[src/rtl/spi_shift_engine.sv]
// spi_shift_engine: full-duplex WIDTH-bit SPI shifter.
// It sequences one whole word per load, using sample/shift strobes from the edge detector, and
// reports the received word with a one-cycle rx_valid strobe.
// Optional feature: define SPI_SHIFT_LSB_FIRST_EN to add the lsb_first input. The input is
// latched per word and selects LSB-first shifting.
module spi_shift_engine #(
    parameter int unsigned WIDTH = 8
) (
    input  logic             clk,
    input  logic             rst_n,
    input  logic             load_valid,
    output logic             load_ready,
    input  logic [WIDTH-1:0] load_data,
    input  logic             sample_strobe,
    input  logic             shift_strobe,
    input  logic             abort,
    input  logic             serial_in,
    output logic             serial_out,
    output logic             busy,
    output logic             rx_valid,
    output logic [WIDTH-1:0] rx_data
`ifdef SPI_SHIFT_LSB_FIRST_EN
    ,
    input  logic             lsb_first
`endif
);

    localparam int unsigned CNT_W = $clog2(WIDTH + 1);
    localparam logic [CNT_W-1:0] LastCnt = CNT_W'(WIDTH - 1);
    localparam logic [CNT_W-1:0] CntOne  = CNT_W'(1);

    typedef enum logic [1:0] {StIdle, StShift, StDone} state_e;

    state_e           r_state;
    logic [WIDTH-1:0] r_shreg;
    logic [CNT_W-1:0] r_bitcnt;
    logic             r_sample_bit;
    logic [WIDTH-1:0] r_rx_data;
    logic             r_rx_valid;

    logic             w_lsb;
    logic             w_bit;
    logic [WIDTH-1:0] w_shreg_shifted;

`ifdef SPI_SHIFT_LSB_FIRST_EN
    logic             r_lsb_mode;
    assign w_lsb = r_lsb_mode;
`else
    assign w_lsb = 1'b0;
`endif

    // Incoming bit and next shifter value; a same-cycle sample bypasses the sample register
    always_comb begin
        w_bit           = sample_strobe ? serial_in : r_sample_bit;
        w_shreg_shifted = w_lsb ? {w_bit, r_shreg[WIDTH-1:1]} : {r_shreg[WIDTH-2:0], w_bit};
    end

    // Word sequencer: IDLE -> SHIFT -> DONE -> IDLE, abort overrides everything but reset
    always_ff @(posedge clk or negedge rst_n) begin
        if (!rst_n) begin
            r_state      <= StIdle;
            r_shreg      <= '0;
            r_bitcnt     <= '0;
            r_sample_bit <= 1'b0;
            r_rx_data    <= '0;
            r_rx_valid   <= 1'b0;
`ifdef SPI_SHIFT_LSB_FIRST_EN
            r_lsb_mode   <= 1'b0;
`endif
        end else begin
            r_rx_valid <= 1'b0;
            if (abort) begin
                r_state  <= StIdle;
                r_shreg  <= '0;
                r_bitcnt <= '0;
            end else begin
                unique case (r_state)
                    StIdle: begin
                        if (load_valid) begin
                            r_shreg    <= load_data;
                            r_bitcnt   <= '0;
                            r_state    <= StShift;
`ifdef SPI_SHIFT_LSB_FIRST_EN
                            r_lsb_mode <= lsb_first;
`endif
                        end
                    end
                    StShift: begin
                        if (sample_strobe) begin
                            r_sample_bit <= serial_in;
                        end
                        if (shift_strobe) begin
                            r_shreg  <= w_shreg_shifted;
                            r_bitcnt <= r_bitcnt + CntOne;
                            // Capture on entry to DONE so rx_data is valid alongside rx_valid
                            if (r_bitcnt == LastCnt) begin
                                r_state    <= StDone;
                                r_rx_data  <= w_shreg_shifted;
                                r_rx_valid <= 1'b1;
                            end
                        end
                    end
                    StDone: begin
                        r_state <= StIdle;
                    end
                    default: begin
                        r_state <= StIdle;
                    end
                endcase
            end
        end
    end

    assign serial_out = w_lsb ? r_shreg[0] : r_shreg[WIDTH-1];
    assign busy       = (r_state != StIdle);
    assign load_ready = (r_state == StIdle);
    assign rx_valid   = r_rx_valid;
    assign rx_data    = r_rx_data;

endmodule

[config.mk]
export PLATFORM = sky130hd
export DESIGN_NAME = spi_shift_engine
export DESIGN_NICKNAME = d
export VERILOG_FILES = /design/src/rtl/spi_shift_engine.sv
export SDC_FILE = /design/constraint.sdc
export NUM_CORES = 1
export LEC_CHECK = 0
export ABC_AREA = 1
export CORE_AREA = 5 5 69 71
export DETAILED_ROUTE_END_ITERATION = 10
export DIE_AREA = 0 0 74 76
export SYNTH_ARGS = -nofsm -noshare
export SYNTH_HDL_FRONTEND = slang
export SYNTH_SLANG_ARGS = --single-unit
[constraint.sdc]
create_clock -name clk -period 1.1 [get_ports clk]
set_input_delay 0.22 -clock clk [delete_from_list [all_inputs] [get_ports clk]]
set_output_delay 0.22 -clock clk [all_outputs]
set_load 0.005 [all_outputs]
-- Word-level counts from Yosys, hierarchy flattened
Cells that the tools add are included.
- register bits: 24
- input bits: 15
- output and inout port bits: 12
- word-level logic and storage cells: 38
- add/sub/neg operators: 1
- equality and inequality tests: 5
- mux-type cells: 18
- bitwise operators: 1
- reduce and logical (&&, ||, !) cells: 7
- operators with widths (kind ; count):
    8-bit two-way mux ; 3
    8-bit case mux with 2 select lines ; 1
    4-bit two-way mux ; 3
    2-bit two-way mux ; 4
    4-bit case mux with 2 select lines ; 1
    3-bit inequality test (second input constant) ; 2
    3-bit AND reduction ; 2
    1-bit two-way mux ; 5
    4-bit by 1-bit adder with 4-bit output (second input constant) ; 1
    4-bit by 3-bit == test with 1-bit output (second input constant) ; 1
    2-bit case mux with 2 select lines ; 1
    4-bit AND reduction ; 1
    3-bit by 2-bit inequality test with 1-bit output (second input constant) ; 1
    3-bit nonzero test ; 1
    2-bit by 1-bit == test with 1-bit output (second input constant) ; 1
    2-bit zero test ; 1
    2-bit AND reduction ; 1
    2-bit nonzero test ; 1
    1-bit inverter ; 1

-- Logic depth before layout (Yosys ltp)
Gate-level depths: netlist of run 1.
- depth after elaboration: 5
- mapped depth: 7
- gate-level depth less buffers: 7

-- Least setup slack after synthesis of run 1
No wires, ideal clock.
- path kind: reg-to-reg
- start point: reg r_bitcnt[0]
- end point: reg r_rx_data[1], in the netlist rx_data[1]
- data arrival time: 1059 ps
- required time: 984 ps
- setup slack: -75 ps
- stages on the path, launching flop included: 8
- path buffers: 0
- clock period less this slack: 1175 ps
- cells stage by stage: dfrtp_1 ha_1 nand2_1 nor2_8 nand2_8 clkinv_8 nand2_1 nand2_1
- cells in the longest elaborated chain, start to end: 2
- ends and longest elaborated chain (what ; RTL line ; text):
    start, declared ; 36 ; logic [CNT_W-1:0] r_bitcnt;
    start signal, assigned ; 94 ; r_bitcnt <= r_bitcnt + CntOne;
    4-bit by 3-bit == test with 1-bit output ; 96 ; if (r_bitcnt == LastCnt) begin
    4-bit AND reduction (no source line) ; n/a ;
    end signal, assigned ; 98 ; r_rx_data <= w_shreg_shifted;
    end, declared ; 38 ; logic [WIDTH-1:0] r_rx_data;
Every way passes these cells.
A chain may end at the register's enable or synchronous reset.

-- Final worst setup path of run 1
- start point: reg r_state[1]
- end point: reg r_bitcnt[0]
- cells in the longest elaborated chain, start to end: 3
- elaborated cells between the ends (all ways): 8
- classes of those cells: eq/ne: 3; mux: 2; reduce/logical: 3
- ends and longest elaborated chain (what ; RTL line ; text):
    start, declared ; 34 ; state_e r_state;
    start signal, assigned ; 61 ; r_state <= StIdle;
    start signal, assigned ; 73 ; r_state <= StIdle;
    start signal, assigned ; 82 ; r_state <= StShift;
    2-bit by 1-bit == test with 1-bit output / 2-bit zero test (equally long branches) ; 77 ; unique case (r_state)
    3-bit inequality test (no source line) (tied with other cells) ; n/a ;
    3-bit AND reduction (no source line) / 4-bit two-way mux (equally long branches) ; n/a ;
Parallel ways exist; a longest one is shown, timed or not.

==> summary.md, run 1 <==
| Metric | Value |
|---|---|
| Status | `finished with violations` |
| Failing checks | `setup timing` |
| Synth-to-Final Area Change | `62.7%` |
| Site Rows | `24` |
| Detailed placement HPWL | `2030 µm` |
| Initial antenna violation count | `0` |
| Maximum clock rate | `0.760 GHz` |
| Hold WS | `0.297 ns` |
| WL/cell | `12.1 µm` |
| Final #Nets | `226` |
| Clk buf depth | `2` |
| Cell area after synthesis | `1190 µm²` |
| Yosys warns | `0` |
| CP required | `1.30 ns` |
| IO Port Bufs | `26` |
| H-Tree Depth | `1` |
| PD cells | `1040 nW/µm²` |
| Final ANT Viol Nets | `0` |
| Final hold viol count | `0` |
| R2r setup slk | `-0.22 ns` |
| Max Cap Viol | `0` |
| Worst Reg2Reg Path Length in Cells | `8` |
| Starting Density | `28.4%` |
| Post-Syn Nets | `164` |
| Leak | `0.00109 µW` |
| Worst setup SP type | `register` |
| CTS tree | `done` |
| Final slew viol count | `0` |
| Num Clock Sinks | `24` |
| ANT cells | `0` |
| Worst Path Arrival | `1.51 ns` |
| Tmin final | `1.32 ns` |
| Grt ovf | `0` |
| CP peak stage delay | `0.43 ns` |
| Sequential share of the synthesized area | `50.6%` |
| DIE AREA | `5620 µm²` |
| Initial DRC Count | `46` |
| VDD IR max | `0.472 mV` |
| I/O pin total | `27` |
| Cell mode on critical path | `buf_6` |
| Core Util, Final | `46.3%` |
| #FFs+latches synth | `24` |
| Hold_buf cts | `0` |
| Worst Path Max Fanout | `7` |
| Final setup viols | `26` |
| RD Place Congestion | `0.811` |
| Critical Path Start | `r_state[1]` |
| FF-to-FF Start | `r_state[1]` |
| DRC Markers | `0` |
| Tot GR Track Use | `11.7%` |
| Layout Skew | `0.00377 ns` |
| Post-Synthesis Cells | `148` |
| Share of cells above drive strength 1 | `37.8%` |
| R2r endpoint | `r_bitcnt[0]` |
| Number of global-route vias before repair | `1,135` |
| Vias | `1,163` |
| Slowest-stage cell, CP | `dfrtp_1` |
| Die W | `74 µm` |
| Worst-skew pair later-pin latency | `0.27 ns` |
| Routed vias/inst | `4.46` |
| Least-Margin Pin Slew | `0.210 ns` |
| Hold crit path type | `primary input to async pin` |
| Syn_area_per_cell | `8.02 µm²` |
| First-pass GRT wire length | `5150 µm` |
| Cells along the critical path | `buf_6, nor2_4, buf_6, nand3b_1, nand2_4, buf_12, nand2_2, o21ai_1` |
| Critical path endpoint category | `register` |
| Total CTS buffers | `3` |
| Clock Tree Root | `clkbuf_8` |
| Place WS | `-0.378 ns` |
| Synth unique cells | `18` |
| Unrepaired setup endpoints after global routing | `yes` |
| Routed WL | `3150 µm` |
| Clock slew at reported path FFs | `0.09 ns` |
| Tcrit/Tclk final | `120%` |
| Chip height | `76 µm` |
| Setup WS post-layout | `-0.215 ns` |
| Critical path type | `register to register` |
| Largest net degree at the start of global routing | `25` |
| Core Area | `4170 µm²` |
| Drt first pass iters | `4` |
| Slew Limit Headroom | `86.0%` |
stage by stage:
step	cell area [µm²]	instances	TNS, ns	power [µW]
after floorplan	1200	148	0	1140
after global placement	1590	234	-7.34	1310
after detailed placement	1590	234	-7.80	1310
after CTS	1850	255	-3.73	1990
after global routing	1930	261	-5.98	2110
final	1930	261	-4.31	2010
timing repair:
action | 4_1_cts | 5_1_grt
setup endpoints to repair | 36 | 33
resized for setup | 49 | 27
cloned | 3 | 0
setup buffers | 14 | 6
pin swaps | 13 | 11
synthesized netlist by cell type, drive strengths merged:
| master | count | area [µm²] |
|---|---|---|
| clkinv | 1 | 16.3 |
| dfrtp | 24 | 601 |
| xor2 | 1 | 8.76 |
| nand3b | 1 | 7.51 |
| nor2 | 5 | 51.3 |
| nand4 | 2 | 12.5 |
| nand2 | 87 | 355 |
| ha | 1 | 12.5 |
| inv | 11 | 41.3 |
| nand3 | 11 | 55.1 |
| buf | 2 | 16.3 |
| o21ai | 2 | 10.0 |
critical path: cells and delay by family, from the launching register on:
kind,cells,cell delay [ns]
buf+inv,3,0.37
simple gates,4,0.37
flops,1,0.43
compound gates,1,0.06
cell type report:
class / count / area, µm²
Sequential cell: 24 / 601
Tap cell: 52 / 65.1
Timing Repair Buffer: 56 / 510
Inverter: 12 / 62.6
Clock buffer: 4 / 55.1
Multi-Input combinational cell: 112 / 627
Fill cell: 420 / 2240
Timing Repair inverter: 1 / 11.3
state kept, by name (all words and copies together) (netlist names):
name and flops:
r_shreg 8, rx_data 8, r_bitcnt 4, r_state 2, r_sample_bit 1, rx_valid 1
power by group:
part           switching [µW]  leakage [µW]  internal, µW
sequential               51.0      0.000326           933
combinational             208      0.000739           206
clock                     294     0.0000288           320
total                     553       0.00109          1460
per-layer routing:
| layer | global-route usage [%] | up-vias | wire length [µm] |
|---|---|---|---|
| li1 | - | 584 | - |
| met1 | 15.4 | 539 | 1320 |
| met2 | 18.8 | 32 | 1580 |
| met3 | 2.51 | 8 | 191 |
| met4 | 3.99 | 0 | 53 |
| met5 | 0 | - | 0 |
cell families (layout without fill, tap and decap cells):
kind of cell               count (synthesis)  after routing  synth area share, %
buffers and inverters                     14             73                 6.22
and+or+nand+nor                          106            108                 40.6
DFF                                       24             24                 50.6
adders and majority gates                  1              1                 1.05
AOI/OAI and AO/OA                          2              2                0.843
xor gates and xnor gates                   1              1                0.738
how the worst max path moves through the flow:
stage,to,slack [ns],depth (start not counted)
after floorplan,r_bitcnt[2],0.01,6
after global placement,r_shreg[7],-0.34,7
after detailed placement,r_shreg[0],-0.38,7
after CTS,r_bitcnt[0],-0.18,8
after global routing,r_shreg[7],-0.28,8
final,r_bitcnt[0],-0.22,8
layout by cell type, fill, tap and decap left out, types with 4 or more instances in the layout:
cell type	instances
nand3_1	11
inv_1	5
clkbuf_8	4
nand2_4	6
clkdlybuf4s15_1	4
dfrtp_1	24
clkbuf_2	6
buf_4	19
nand2_1	64
nand2_2	16
buf_6	10
inv_2	4
clkdlybuf4s50_1	14
Note: power is estimated with default switching activity, not from simulation.
==> run 2: changes to the inputs <==
--- a/config.mk
+++ b/config.mk
@@ -9,6 +9,7 @@
 export CORE_AREA = 5 5 69 71
 export DETAILED_ROUTE_END_ITERATION = 10
 export DIE_AREA = 0 0 74 76
+export HOLD_SLACK_MARGIN = 0.08
 export SYNTH_ARGS = -nofsm -noshare
 export SYNTH_HDL_FRONTEND = slang
 export SYNTH_SLANG_ARGS = --single-unit
==> results of run 2 <==
Final layout, timing and power as in run 1 (identical DEF).
==> run 3: changes to the inputs <==
--- a/config.mk
+++ b/config.mk
@@ -7,6 +7,7 @@
 export LEC_CHECK = 0
 export ABC_AREA = 1
 export CORE_AREA = 5 5 69 71
+export CTS_CLUSTER_SIZE = 24
 export DETAILED_ROUTE_END_ITERATION = 10
 export DIE_AREA = 0 0 74 76
 export HOLD_SLACK_MARGIN = 0.08
==> results of run 3 <==
Final layout, timing and power as in run 1 (identical DEF).
